[config.mk]
export PLATFORM = sky130hd
export DESIGN_NAME = memory_arbiter_flat
export DESIGN_NICKNAME = d
export VERILOG_FILES = /design/src/rtl/memory_arbiter_pkg.sv /design/src/rtl/memory_arbiter_if.sv /design/src/rtl/memory_arbiter_rr.sv /design/src/rtl/memory_arbiter.sv /design/src/flat_wrapper.sv
export SDC_FILE = /design/constraint.sdc
export NUM_CORES = 1
export LEC_CHECK = 0
export ABC_AREA = 1
export BUFFER_PORTS_ARGS = -buffer_cell sky130_fd_sc_hd__buf_2
export CAP_MARGIN = 20
export CORE_AREA = 5 5 142 144
export CTS_BUF_LIST = sky130_fd_sc_hd__clkbuf_4
export CTS_CLUSTER_SIZE = 20
export DETAILED_ROUTE_END_ITERATION = 6
export DIE_AREA = 0 0 147 149
export SLEW_MARGIN = 10
export SYNTH_ARGS = -nofsm -noshare
export SYNTH_HDL_FRONTEND = slang
export SYNTH_HIERARCHICAL = 1
export SYNTH_SLANG_ARGS = --single-unit
export TNS_END_PERCENT = 10
[constraint.sdc]
create_clock -name i_clk -period 2.6 [get_ports i_clk]
set_clock_uncertainty 0.2 [all_clocks]
set_input_delay 0.39 -clock i_clk [delete_from_list [all_inputs] [get_ports i_clk]]
set_output_delay 0.39 -clock i_clk [all_outputs]
set_load 0.01 [all_outputs]
[src/rtl/memory_arbiter_pkg.sv]
// Shared types and helpers for the memory_arbiter block: FSM encoding and the
// byte-address split into word address and byte offset.
package memory_arbiter_pkg;

  localparam int DATA_W     = 64;
  localparam int WORD_BYTES = 8;

  typedef enum logic {
    IDLE  = 1'b0,
    GRANT = 1'b1
  } arb_state_e;

  function automatic logic [31:0] word_of(input logic [31:0] byte_addr);
    return byte_addr >> 3;
  endfunction

  function automatic logic [2:0] offset_of(input logic [31:0] byte_addr);
    return 3'(byte_addr & 32'h7);
  endfunction

endpackage

[src/rtl/memory_arbiter_if.sv]
// Requester and memory_ctrl bus of the arbiter. Directions are named from the
// arbiter's side; the slave modport is the arbiter, master is everything around it.
interface memory_arbiter_if #(
  parameter int NUM_REQ    = 2,
  parameter int ADDR_WIDTH = 8
);
  localparam int BA_W = ADDR_WIDTH + 3;

  logic [NUM_REQ-1:0]      i_req;
  logic [NUM_REQ-1:0]      i_req_write;
  logic [NUM_REQ-1:0]      i_lock;
  logic [NUM_REQ*BA_W-1:0] i_req_addr;
  logic [NUM_REQ*64-1:0]   i_req_wdata;
  logic [NUM_REQ-1:0]      o_grant;
  logic [NUM_REQ-1:0]      o_ack;
  logic [NUM_REQ-1:0]      o_rdata_valid;
  logic [63:0]             o_rdata;
  logic [NUM_REQ-1:0]      o_error;

  logic                    o_mem_read_64;
  logic                    o_mem_write_64;
  logic [63:0]             o_mem_write_data;
  logic [ADDR_WIDTH-1:0]   o_mem_addr_hi;
  logic [2:0]              o_mem_addr_lo;
  logic                    i_mem_busy;
  logic                    i_mem_error;
  logic [63:0]             i_mem_data;

  modport slave (
    input  i_req, i_req_write, i_lock, i_req_addr, i_req_wdata,
    input  i_mem_busy, i_mem_error, i_mem_data,
    output o_grant, o_ack, o_rdata_valid, o_rdata, o_error,
    output o_mem_read_64, o_mem_write_64, o_mem_write_data, o_mem_addr_hi, o_mem_addr_lo
  );

  modport master (
    output i_req, i_req_write, i_lock, i_req_addr, i_req_wdata,
    output i_mem_busy, i_mem_error, i_mem_data,
    input  o_grant, o_ack, o_rdata_valid, o_rdata, o_error,
    input  o_mem_read_64, o_mem_write_64, o_mem_write_data, o_mem_addr_hi, o_mem_addr_lo
  );

endinterface

[src/rtl/memory_arbiter_rr.sv]
// Combinational round-robin picker: first requesting index at or after ptr_i,
// wrapping modulo NUM_REQ. ptr_i must be below NUM_REQ.
module memory_arbiter_rr #(
  parameter int NUM_REQ = 2,
  parameter int IDX_W   = 1
) (
  input  logic [NUM_REQ-1:0] req_i,
  input  logic [IDX_W-1:0]   ptr_i,
  output logic [NUM_REQ-1:0] win_o,
  output logic               any_o
);

  function automatic int wrap(input int v);
    return (v >= NUM_REQ) ? v - NUM_REQ : v;
  endfunction

  always_comb begin
    win_o = '0;
    any_o = 1'b0;
    for (int k = 0; k < NUM_REQ; k++) begin
      if (!any_o && req_i[wrap(int'(ptr_i) + k)]) begin
        win_o[wrap(int'(ptr_i) + k)] = 1'b1;
        any_o = 1'b1;
      end
    end
  end

endmodule

[src/rtl/memory_arbiter.sv]
// Round-robin arbiter sharing one memory_ctrl port between NUM_REQ requesters,
// with locked bursts bounded by MAX_BURST and read data/error routing.
module memory_arbiter
  import memory_arbiter_pkg::*;
#(
  parameter int NUM_REQ    = 2,
  parameter int ADDR_WIDTH = 8,
  parameter int MAX_BURST  = 16
) (
  input  logic              i_clk,
  input  logic              i_areset_n,
  memory_arbiter_if.slave   bus
);

  localparam int IDX_W = (NUM_REQ > 1) ? $clog2(NUM_REQ) : 1;
  localparam int BA_W  = ADDR_WIDTH + 3;
  typedef logic [IDX_W-1:0] idx_t;

  arb_state_e           state_q, state_d;
  idx_t                 owner_q, owner_d;
  idx_t                 rr_ptr_q, rr_ptr_d;
  idx_t                 last_owner_q, last_owner_d;
  logic [7:0]           burst_cnt_q, burst_cnt_d;
  logic                 no_ack_q, no_ack_d;
  logic [NUM_REQ-1:0]   rvld_q, rvld_d;

  idx_t                 owner_inc, pick_ptr, win_idx;
  logic [NUM_REQ-1:0]   win_oh, own_oh;
  logic                 win_any;
  logic                 granted, own_req, own_wr, own_lock;
  logic                 rd_stb, wr_stb, ack, rel, arbitrate;
  logic [BA_W-1:0]      own_addr;
  logic [DATA_W-1:0]    own_wdata;

  assign owner_inc = (int'(owner_q) == NUM_REQ - 1) ? '0 : owner_q + 1'b1;
  assign own_oh    = NUM_REQ'(1) << owner_q;

  always_comb begin
    granted   = (state_q == GRANT);
    own_req   = bus.i_req[owner_q];
    own_wr    = bus.i_req_write[owner_q];
    own_lock  = bus.i_lock[owner_q];
    own_addr  = bus.i_req_addr[int'(owner_q)*BA_W +: BA_W];
    own_wdata = bus.i_req_wdata[int'(owner_q)*DATA_W +: DATA_W];
    rd_stb    = granted & own_req & ~own_wr & ~bus.i_mem_busy;
    wr_stb    = granted & own_req &  own_wr & ~bus.i_mem_busy;
    ack       = rd_stb | wr_stb;
    // A locked owner that is merely idle keeps the grant; only an ack can end a lock.
    rel       = granted & (ack ? (~own_lock | (burst_cnt_q + 8'd1 == 8'(MAX_BURST)))
                               : (~own_req & ~own_lock));
    arbitrate = ~granted | rel;
    // The releasing edge already searches from owner+1 so alternating requesters hand off.
    pick_ptr  = rel ? owner_inc : rr_ptr_q;
  end

  memory_arbiter_rr #(
    .NUM_REQ (NUM_REQ),
    .IDX_W   (IDX_W)
  ) u_rr (
    .req_i (bus.i_req),
    .ptr_i (pick_ptr),
    .win_o (win_oh),
    .any_o (win_any)
  );

  always_comb begin
    win_idx = '0;
    for (int i = 0; i < NUM_REQ; i++) begin
      if (win_oh[i]) win_idx = idx_t'(i);
    end
  end

  always_comb begin
    state_d      = state_q;
    owner_d      = owner_q;
    rr_ptr_d     = rr_ptr_q;
    burst_cnt_d  = burst_cnt_q;
    last_owner_d = last_owner_q;
    no_ack_d     = no_ack_q;
    rvld_d       = rd_stb ? own_oh : '0;
    if (ack) begin
      burst_cnt_d  = burst_cnt_q + 8'd1;
      last_owner_d = owner_q;
      no_ack_d     = 1'b0;
    end
    if (rel) rr_ptr_d = owner_inc;
    if (arbitrate) begin
      if (win_any) begin
        state_d     = GRANT;
        owner_d     = win_idx;
        burst_cnt_d = '0;
      end else begin
        state_d     = IDLE;
      end
    end
  end

  always_ff @(posedge i_clk or negedge i_areset_n) begin
    if (!i_areset_n) begin
      state_q      <= IDLE;
      owner_q      <= '0;
      rr_ptr_q     <= '0;
      last_owner_q <= '0;
      burst_cnt_q  <= '0;
      no_ack_q     <= 1'b1;
      rvld_q       <= '0;
    end else begin
      state_q      <= state_d;
      owner_q      <= owner_d;
      rr_ptr_q     <= rr_ptr_d;
      last_owner_q <= last_owner_d;
      burst_cnt_q  <= burst_cnt_d;
      no_ack_q     <= no_ack_d;
      rvld_q       <= rvld_d;
    end
  end

  assign bus.o_grant          = granted ? own_oh : '0;
  assign bus.o_ack            = ack ? own_oh : '0;
  assign bus.o_mem_read_64    = rd_stb;
  assign bus.o_mem_write_64   = wr_stb;
  assign bus.o_mem_write_data = granted ? own_wdata : '0;
  assign bus.o_mem_addr_hi    = granted ? ADDR_WIDTH'(word_of(32'(own_addr))) : '0;
  assign bus.o_mem_addr_lo    = granted ? offset_of(32'(own_addr)) : '0;
  assign bus.o_rdata          = bus.i_mem_data;
  assign bus.o_rdata_valid    = rvld_q;
  assign bus.o_error          = (bus.i_mem_error & ~no_ack_q) ? (NUM_REQ'(1) << last_owner_q) : '0;

endmodule

[src/flat_wrapper.sv]
// flat-port wrapper written by rule: the top's interface ports become plain ports
module memory_arbiter_flat import memory_arbiter_pkg::*;
#(
  parameter int NUM_REQ    = 2,
  parameter int ADDR_WIDTH = 8,
  parameter int MAX_BURST  = 16
)
  (i_clk, i_areset_n, bus_i_req, bus_i_req_write, bus_i_lock, bus_i_req_addr, bus_i_req_wdata, bus_i_mem_busy, bus_i_mem_error, bus_i_mem_data, bus_o_grant, bus_o_ack, bus_o_rdata_valid, bus_o_rdata, bus_o_error, bus_o_mem_read_64, bus_o_mem_write_64, bus_o_mem_write_data, bus_o_mem_addr_hi, bus_o_mem_addr_lo);
  memory_arbiter_if #(.NUM_REQ(NUM_REQ), .ADDR_WIDTH(ADDR_WIDTH)) bus_i ();
  input  logic i_clk;
  input  logic i_areset_n;
  input wire logic [$bits(bus_i.i_req)-1:0] bus_i_req;
  input wire logic [$bits(bus_i.i_req_write)-1:0] bus_i_req_write;
  input wire logic [$bits(bus_i.i_lock)-1:0] bus_i_lock;
  input wire logic [$bits(bus_i.i_req_addr)-1:0] bus_i_req_addr;
  input wire logic [$bits(bus_i.i_req_wdata)-1:0] bus_i_req_wdata;
  input wire logic [$bits(bus_i.i_mem_busy)-1:0] bus_i_mem_busy;
  input wire logic [$bits(bus_i.i_mem_error)-1:0] bus_i_mem_error;
  input wire logic [$bits(bus_i.i_mem_data)-1:0] bus_i_mem_data;
  output wire logic [$bits(bus_i.o_grant)-1:0] bus_o_grant;
  output wire logic [$bits(bus_i.o_ack)-1:0] bus_o_ack;
  output wire logic [$bits(bus_i.o_rdata_valid)-1:0] bus_o_rdata_valid;
  output wire logic [$bits(bus_i.o_rdata)-1:0] bus_o_rdata;
  output wire logic [$bits(bus_i.o_error)-1:0] bus_o_error;
  output wire logic [$bits(bus_i.o_mem_read_64)-1:0] bus_o_mem_read_64;
  output wire logic [$bits(bus_i.o_mem_write_64)-1:0] bus_o_mem_write_64;
  output wire logic [$bits(bus_i.o_mem_write_data)-1:0] bus_o_mem_write_data;
  output wire logic [$bits(bus_i.o_mem_addr_hi)-1:0] bus_o_mem_addr_hi;
  output wire logic [$bits(bus_i.o_mem_addr_lo)-1:0] bus_o_mem_addr_lo;
  assign bus_i.i_req = bus_i_req;
  assign bus_i.i_req_write = bus_i_req_write;
  assign bus_i.i_lock = bus_i_lock;
  assign bus_i.i_req_addr = bus_i_req_addr;
  assign bus_i.i_req_wdata = bus_i_req_wdata;
  assign bus_i.i_mem_busy = bus_i_mem_busy;
  assign bus_i.i_mem_error = bus_i_mem_error;
  assign bus_i.i_mem_data = bus_i_mem_data;
  assign bus_o_grant = bus_i.o_grant;
  assign bus_o_ack = bus_i.o_ack;
  assign bus_o_rdata_valid = bus_i.o_rdata_valid;
  assign bus_o_rdata = bus_i.o_rdata;
  assign bus_o_error = bus_i.o_error;
  assign bus_o_mem_read_64 = bus_i.o_mem_read_64;
  assign bus_o_mem_write_64 = bus_i.o_mem_write_64;
  assign bus_o_mem_write_data = bus_i.o_mem_write_data;
  assign bus_o_mem_addr_hi = bus_i.o_mem_addr_hi;
  assign bus_o_mem_addr_lo = bus_i.o_mem_addr_lo;
  memory_arbiter #(.NUM_REQ(NUM_REQ), .ADDR_WIDTH(ADDR_WIDTH), .MAX_BURST(MAX_BURST)) u_core (.i_clk(i_clk), .i_areset_n(i_areset_n), .bus(bus_i));
endmodule
# After elaboration in Yosys (flattened, before gate mapping)
# Cells that the tools add are included.
[word_totals]
word_cells = 85
in_bits = 224
register_bits = 15
[classes]
eq_ne = 1
n_lt_le_gt_ge = 7
n_bitwise = 18
reduce_logical = 5
n_addsub = 5
multipliers = 1
mux = 37
shift = 4
[ops]
columns = ["op", "count"]
rows = [
  ["$shiftx A128 B8 Y64", 1],
  ["$ge A32 B1 Y1 const B", 2],
  ["$lt A32 B3 Y1 const B", 2],
  ["$mux W32", 2],
  ["$mux W64", 1],
  ["$mux W8", 4],
  ["$shiftx A22 B32 Y11", 1],
  ["$mux W1", 21],
  ["$mux W2", 6],
  ["$add A8 B1 Y8 const B", 1],
  ["$and A1 B1 Y1", 8],
  ["$eq A8 B5 Y1 const B", 1],
  ["$not A1 Y1", 6],
  ["$mul A1 B4 Y5 const B", 1],
  ["$shl A1 B1 Y2 const A", 2],
  ["$logic_and A1 B1 Y1", 3],
  ["$mux W3", 1],
  ["$or A1 B1 Y1", 3],
  ["$sub A1 B2 Y3 const B", 1],
  ["$sub A2 B2 Y3 const B", 1],
  ["$add A1 B1 Y2 const B", 1],
  ["$demux W1 S1", 2],
  ["$ge A1 B2 Y1 const B", 1],
  ["$ge A2 B2 Y1 const B", 1],
  ["other kinds (5)", 5],
]

# Depth between registers and ports, before layout
[logic_depth]
ltp_word = 20
depth_mapped = 16
ltp_nobuf = 15

# By module
# The synthesis kept the hierarchy.
[by_module_without_submodules]
columns = ["mod", "seq_area_each_um2", "cells_per_inst", "area_each_um2", "instances"]
rows = [
  ["memory_arbiter", 376.6, 274, 2088.3, 1],
  ["memory_arbiter_rr", 0.0, 6, 25.0, 1],
]

# Worst setup path after synthesis
# Ideal clock, no wire load.
[synth_timing]
path_kind = "register -> register"
start = "register u_core.burst_cnt_q[0]"
end = "register u_core.owner_q"
t_arrival_ns = 1.638
setup_time_ns = 0.065
setup_slack_ns = 0.697
period_less_slack_ns = 1.903
path_stages_with_launch = 15
cell_sequence = "dfrtp_1 > ha_1 > nand2_1 > inv_1 > nand3_1 > nand3_1 > nor2_1 > nand3_2 > nand2_1 > nand2_1 > o21ai_1 > inv_1 > a21oi_1 > nand3_1 > nand2_1"
[synth_via]
elab_chain_len = 16
elab_cells_between_ends = 39
classes_between = "add/sub: 4; order compare: 6; eq/ne: 1; mux: 19; bitwise: 4; reduce/logical: 5"
[synth_rtl]
columns = ["item", "line", "source"]
rows = [
  ["from (decl)", "memory_arbiter.sv:23", "logic [7:0] burst_cnt_q, burst_cnt_d;"],
  ["from (signal assigned)", "memory_arbiter.sv:112", "burst_cnt_q <= burst_cnt_d;"],
  ["$add A8 B1 Y8 *", "memory_arbiter.sv:49", "rel = granted & (ack ? (~own_lock | (burst_cnt_q + 8'd1 == 8'(MAX_BURST)))"],
  ["$eq A8 B5 Y1 *", "memory_arbiter.sv:49", ""],
  ["$or A1 B1 Y1 *", "memory_arbiter.sv:49", ""],
  ["$mux W1 *", "memory_arbiter.sv:49", ""],
  ["$and A1 B1 Y1 *", "memory_arbiter.sv:49", ""],
  ["$mux W1 *", "memory_arbiter.sv:53", "pick_ptr = rel ? owner_inc : rr_ptr_q;"],
  ["net u_core.pick_ptr", "memory_arbiter.sv:27", "idx_t owner_inc, pick_ptr, win_idx;"],
  ["$add A1 B1 Y2 (tied with other cells)", "memory_arbiter_rr.sv:21, memory_arbiter_rr.sv:22", ""],
  ["(+2 left out)", "--", ""],
  ["$ge A32 B1 Y1 (implied by the code) (tied with other cells)", "memory_arbiter_rr.sv:22", "win_o[wrap(int'(ptr_i) + k)] = 1'b1;"],
  ["$logic_and A1 B1 Y1 (implied by the code) (tied with other cells)", "memory_arbiter_rr.sv:22", ""],
  ["$mux W1 (implied by the code) (tied with other cells)", "memory_arbiter_rr.sv:22", ""],
  ["$demux W1 S1 (tied with other cells)", "memory_arbiter_rr.sv:22", ""],
  ["$or A2 B2 Y2 (no line) / $logic_and A1 B1 Y1 (equally long branches)", "--", ""],
  ["$mux W2 *", "memory_arbiter_rr.sv:21", "if (!any_o && req_i[wrap(int'(ptr_i) + k)]) begin"],
  ["net u_core.win_oh[1]", "memory_arbiter.sv:28", "logic [NUM_REQ-1:0] win_oh, own_oh;"],
  ["$mux W1 *", "memory_arbiter.sv:69", "if (win_oh[i]) win_idx = idx_t'(i);"],
  ["to (signal assigned)", "memory_arbiter.sv:109", "owner_q <= owner_d;"],
  ["to (decl)", "memory_arbiter.sv:20", "idx_t owner_q, owner_d;"],
]
# The timed path passes the listed nets; every way through them passes the cells marked *. The select of a mux whose other input is x is not followed.
# A chain may end at the register's enable or synchronous reset.

# Worst setup path after layout
[layout_timing]
start = "register u_core.owner_q"
end = "output port bus_o_mem_write_data[38]"
[layout_via]
elab_chain_len = 2
[layout_rtl]
columns = ["item", "line", "source"]
rows = [
  ["$shiftx A128 B8 Y64", "memory_arbiter.sv:44", "own_wdata = bus.i_req_wdata[int'(owner_q)*DATA_W +: DATA_W];"],
  ["$mux W64", "memory_arbiter.sv:122", "assign bus.o_mem_write_data = granted ? own_wdata : '0;"],
  ["to (decl)", "flat_wrapper.sv:27", "output wire logic [$bits(bus_i.o_mem_write_data)-1:0] bus_o_mem_write_data;"],
]
# Every way passes these cells.

==> results by stage <==
Clock tree:
- The number of buffers added for setup after CTS is 0.
- The root buffer cell chosen for the clock tree is clkbuf_4.
- The number of buffers added by the clock tree synthesis step is 3.
- TritonCTS built the clock tree.
- In this run the number of H-tree levels came out at 1.
- Clock-pin slew was measured on the worst setup and hold paths at 0.09 ns.
- Counting along the longest clock path gives a buffer depth of 2.
- The later pin in the worst-skew pair is clocked with a latency of 0.28 ns.
- The clock sink count is 15.

STA:
- In this run the tightest slew margin relative to its limit is 62.1%.
- At the pin with the least slew margin, the transition time is ~0.56 ns.
- The routed design could run at a clock period as short as 2.36 ns.
- In the finished design, the share of the clock period the worst path needs comes to 90.7%.
- The number of pins with negative max-slew slack in the final report was 0.
- The fmax is 0.424 GHz.
- The total setup violations reported at the end of the flow is 0.
- The final-report hold violation count came to 0.
- Setup repair after global routing left no endpoint under its margin.
- The final-layout setup total negative slack is 0 ns.

Placement:
- The final HPWL from detailed placement is around 9600 um.
- At the end of routability-driven placement, the weighted congestion stood at 0.789.
- The number of I/O port buffers is 244.

Synthesis:
- In the synthesized netlist, the number of instances is roughly 280.
- Averaged over all synthesized cells, the footprint is 7.56 um^2.
- The warning count from the yosys run is 6.
- Counting every net in the synthesized netlist gives 504.
- In this run the cell area of the synthesized design comes to between 0.002 and 0.0025 mm^2.

Critical path:
- For flop-to-flop paths, the worst setup slack is 0.42 ns.
- The highest fanout seen on the critical path is 76.
- The worst setup path is launched from a flip-flop.
- STA classifies the critical path endpoint as a primary output.
- The data arrival time of the worst path is 1.77 ns.
- The classification of the worst setup path is reg2out.
- The data required time at the worst endpoint is 2.01 ns.

Route:
- The final layout contains routed wiring with a total length of ~11000 um.
- The starting DRC count in detailed routing is 178.
- Detailed routing inserted a total of 2636 vias.
- The remaining design rule violation count is 0.
- The routed wire length per instance is 16.0 um.
- In this run the remaining antenna-violating nets after routing total 0.
- After detailed routing, the number of vias per cell comes to between 3 and 4.
- The pre-antenna-repair detailed-routing pass consisted of 4 iterations.

Power:
- The ratio of total power to cell area is slightly above 900 mW/mm^2.
- The relative contribution of the clock network to total power is 4.5%.
- The power dissipated by switching net loads is between 0.001 and 0.0015 W.
- Net switching is 51.5% of the power.
- The maximum resistive drop on vdd is 0.444 mV.
- Summed over all cells, the static leakage comes to 1.87 nW.
- The combinational power share is between 80% and 90%.
- The internal power is 0.00140 W.
- The sequential power share is 13.3%.

Floorplanning:
- The number of rows created at floorplan is 50.
- The placeable core area is 0.0186 mm^2.
- From bottom edge to top edge, the die measures 149 um.
- about 370 I/O pins were placed.
- The die covers ~0.022 mm^2.
- From left edge to right edge, the die measures 147 um.
- The initial utilization of the core area, before any placement, comes to 11.3%.

Global route:
- The via count of the first global-routing pass is about 2700.
- Summed over all layers, the global routing overflow is 0.
- In the global route stage, overall resource usage came out at 8.51%.
- The number of antenna violations at the first check in global routing came to 1.
- The maximum number of pins on one net before global-route repair is 77.
- The first-pass GRT wire length is ~15000 um.

Cells and area:
- In the final design database the tool counted 674 nets.
- From synthesis to final layout, the design area changed by 49.1%.
- Once layout is complete, the utilization of the core stands at 16.9%.
- Of the cells placed in the final design, the portion with a size suffix greater than 1 is between 50% and 60%.

Outcome:
- The flow ran to the end, and the final reports show no timing, DRC or antenna violations.

Min path:
- The type of the tightest min-delay check is in2reg.

Job:
- The tool flagged a number of max-cap violations equal to 0.
## sequential cells by signal, indices dropped and copies added (netlist names)
| register | count |
|---|---|
| u_core/burst_cnt_q | 8 |
| u_core/bus.o_rdata_valid | 2 |
| u_core/granted | 1 |
| u_core/last_owner_q | 1 |
| u_core/no_ack_q | 1 |
| u_core/owner_q | 1 |
| u_core/rr_ptr_q | 1 |
## power by group through the flow
stage | Clock [W] | Sequential (W) | Combinational, W
floorplan | 0 | 0.000356 | 0.00158
global placement | 0 | 0.000386 | 0.00238
detailed placement | 0 | 0.000388 | 0.00241
CTS | 0.000137 | 0.000384 | 0.00243
global route | 0.000149 | 0.000392 | 0.00260
finish | 0.000129 | 0.000384 | 0.00238
## stage by stage
step	total power [W]	cells	hold WS, ns	setup WS (ns)	cell area (um^2)
2_1_floorplan	0.00194	279	-0.106	0.736	2110
3_3_place_gp	0.00277	677	0.110	0.466	3100
3_5_place_dp	0.00280	677	0.113	0.427	3100
4_1_cts	0.00295	682	0.222	0.241	3140
5_1_grt	0.00314	683	0.248	0.105	3140
6_report	0.00289	683	0.230	0.241	3140
## layout make-up
type / instances / area, um^2
Antenna cell: 1 / 2.50
Clock buffer: 3 / 22.5
Clock inverter: 1 / 5.00
Fill cell: 2119 / 15400
Inverter: 25 / 96.3
Multi-Input combinational cell: 157 / 1080
Sequential cell: 15 / 377
Tap cell: 234 / 293
Timing Repair Buffer: 247 / 1270
## per-layer routing
layer / wire (um) / vias up / GRT usage, %
met5: 0 / - / 0
met4: 333 / 0 / 2.89
met3: 1780 / 34 / 5.10
met2: 4830 / 165 / 12.7
met1: 4000 / 1181 / 10.1
li1: - / 1256 / -
## layout by cell type (no fill, tap or decap), drive strengths merged
cell type	count
o21bai	1
clkbuf	3
nor2	21
o21ai	8
dlygate4sd3	1
diode	1
mux2i	1
ha	1
o221ai	1
nor3	2
inv	25
a21oi	2
a22o	75
nand4	1
clkinv	1
nand2	32
buf	246
dfstp	1
dfrtp	14
nand3	10
xnor2	2
## worst paths after layout
check / cells past startpoint / endpoint / start
setup / recovery: 5 / bus_o_mem_write_data[38] / u_core/owner_q
hold / removal: 4 / u_core/owner_q / bus_i_req[0]
setup reg to reg: 14 / u_core/owner_q / u_core/owner_q
hold reg to reg: 2 / u_core/no_ack_q / u_core/no_ack_q
max in group asynchronous: 2 / u_core/no_ack_q / i_areset_n
min in group asynchronous: 2 / u_core/burst_cnt_q[2] / i_areset_n
## timing repair
action                                 CTS  global route
endpoints found under the hold margin   14             0
hold buffers                             1             0
gates resized for setup                  0             0
## critical path, stage by stage (launching register included)
cell and delay [ns]:
dfrtp_1 0.54, nand2_1 0.11, inv_2 0.08, buf_12 0.25
a22o_1 0.28, buf_2 0.16
Power figures use the tool's default switching activity.
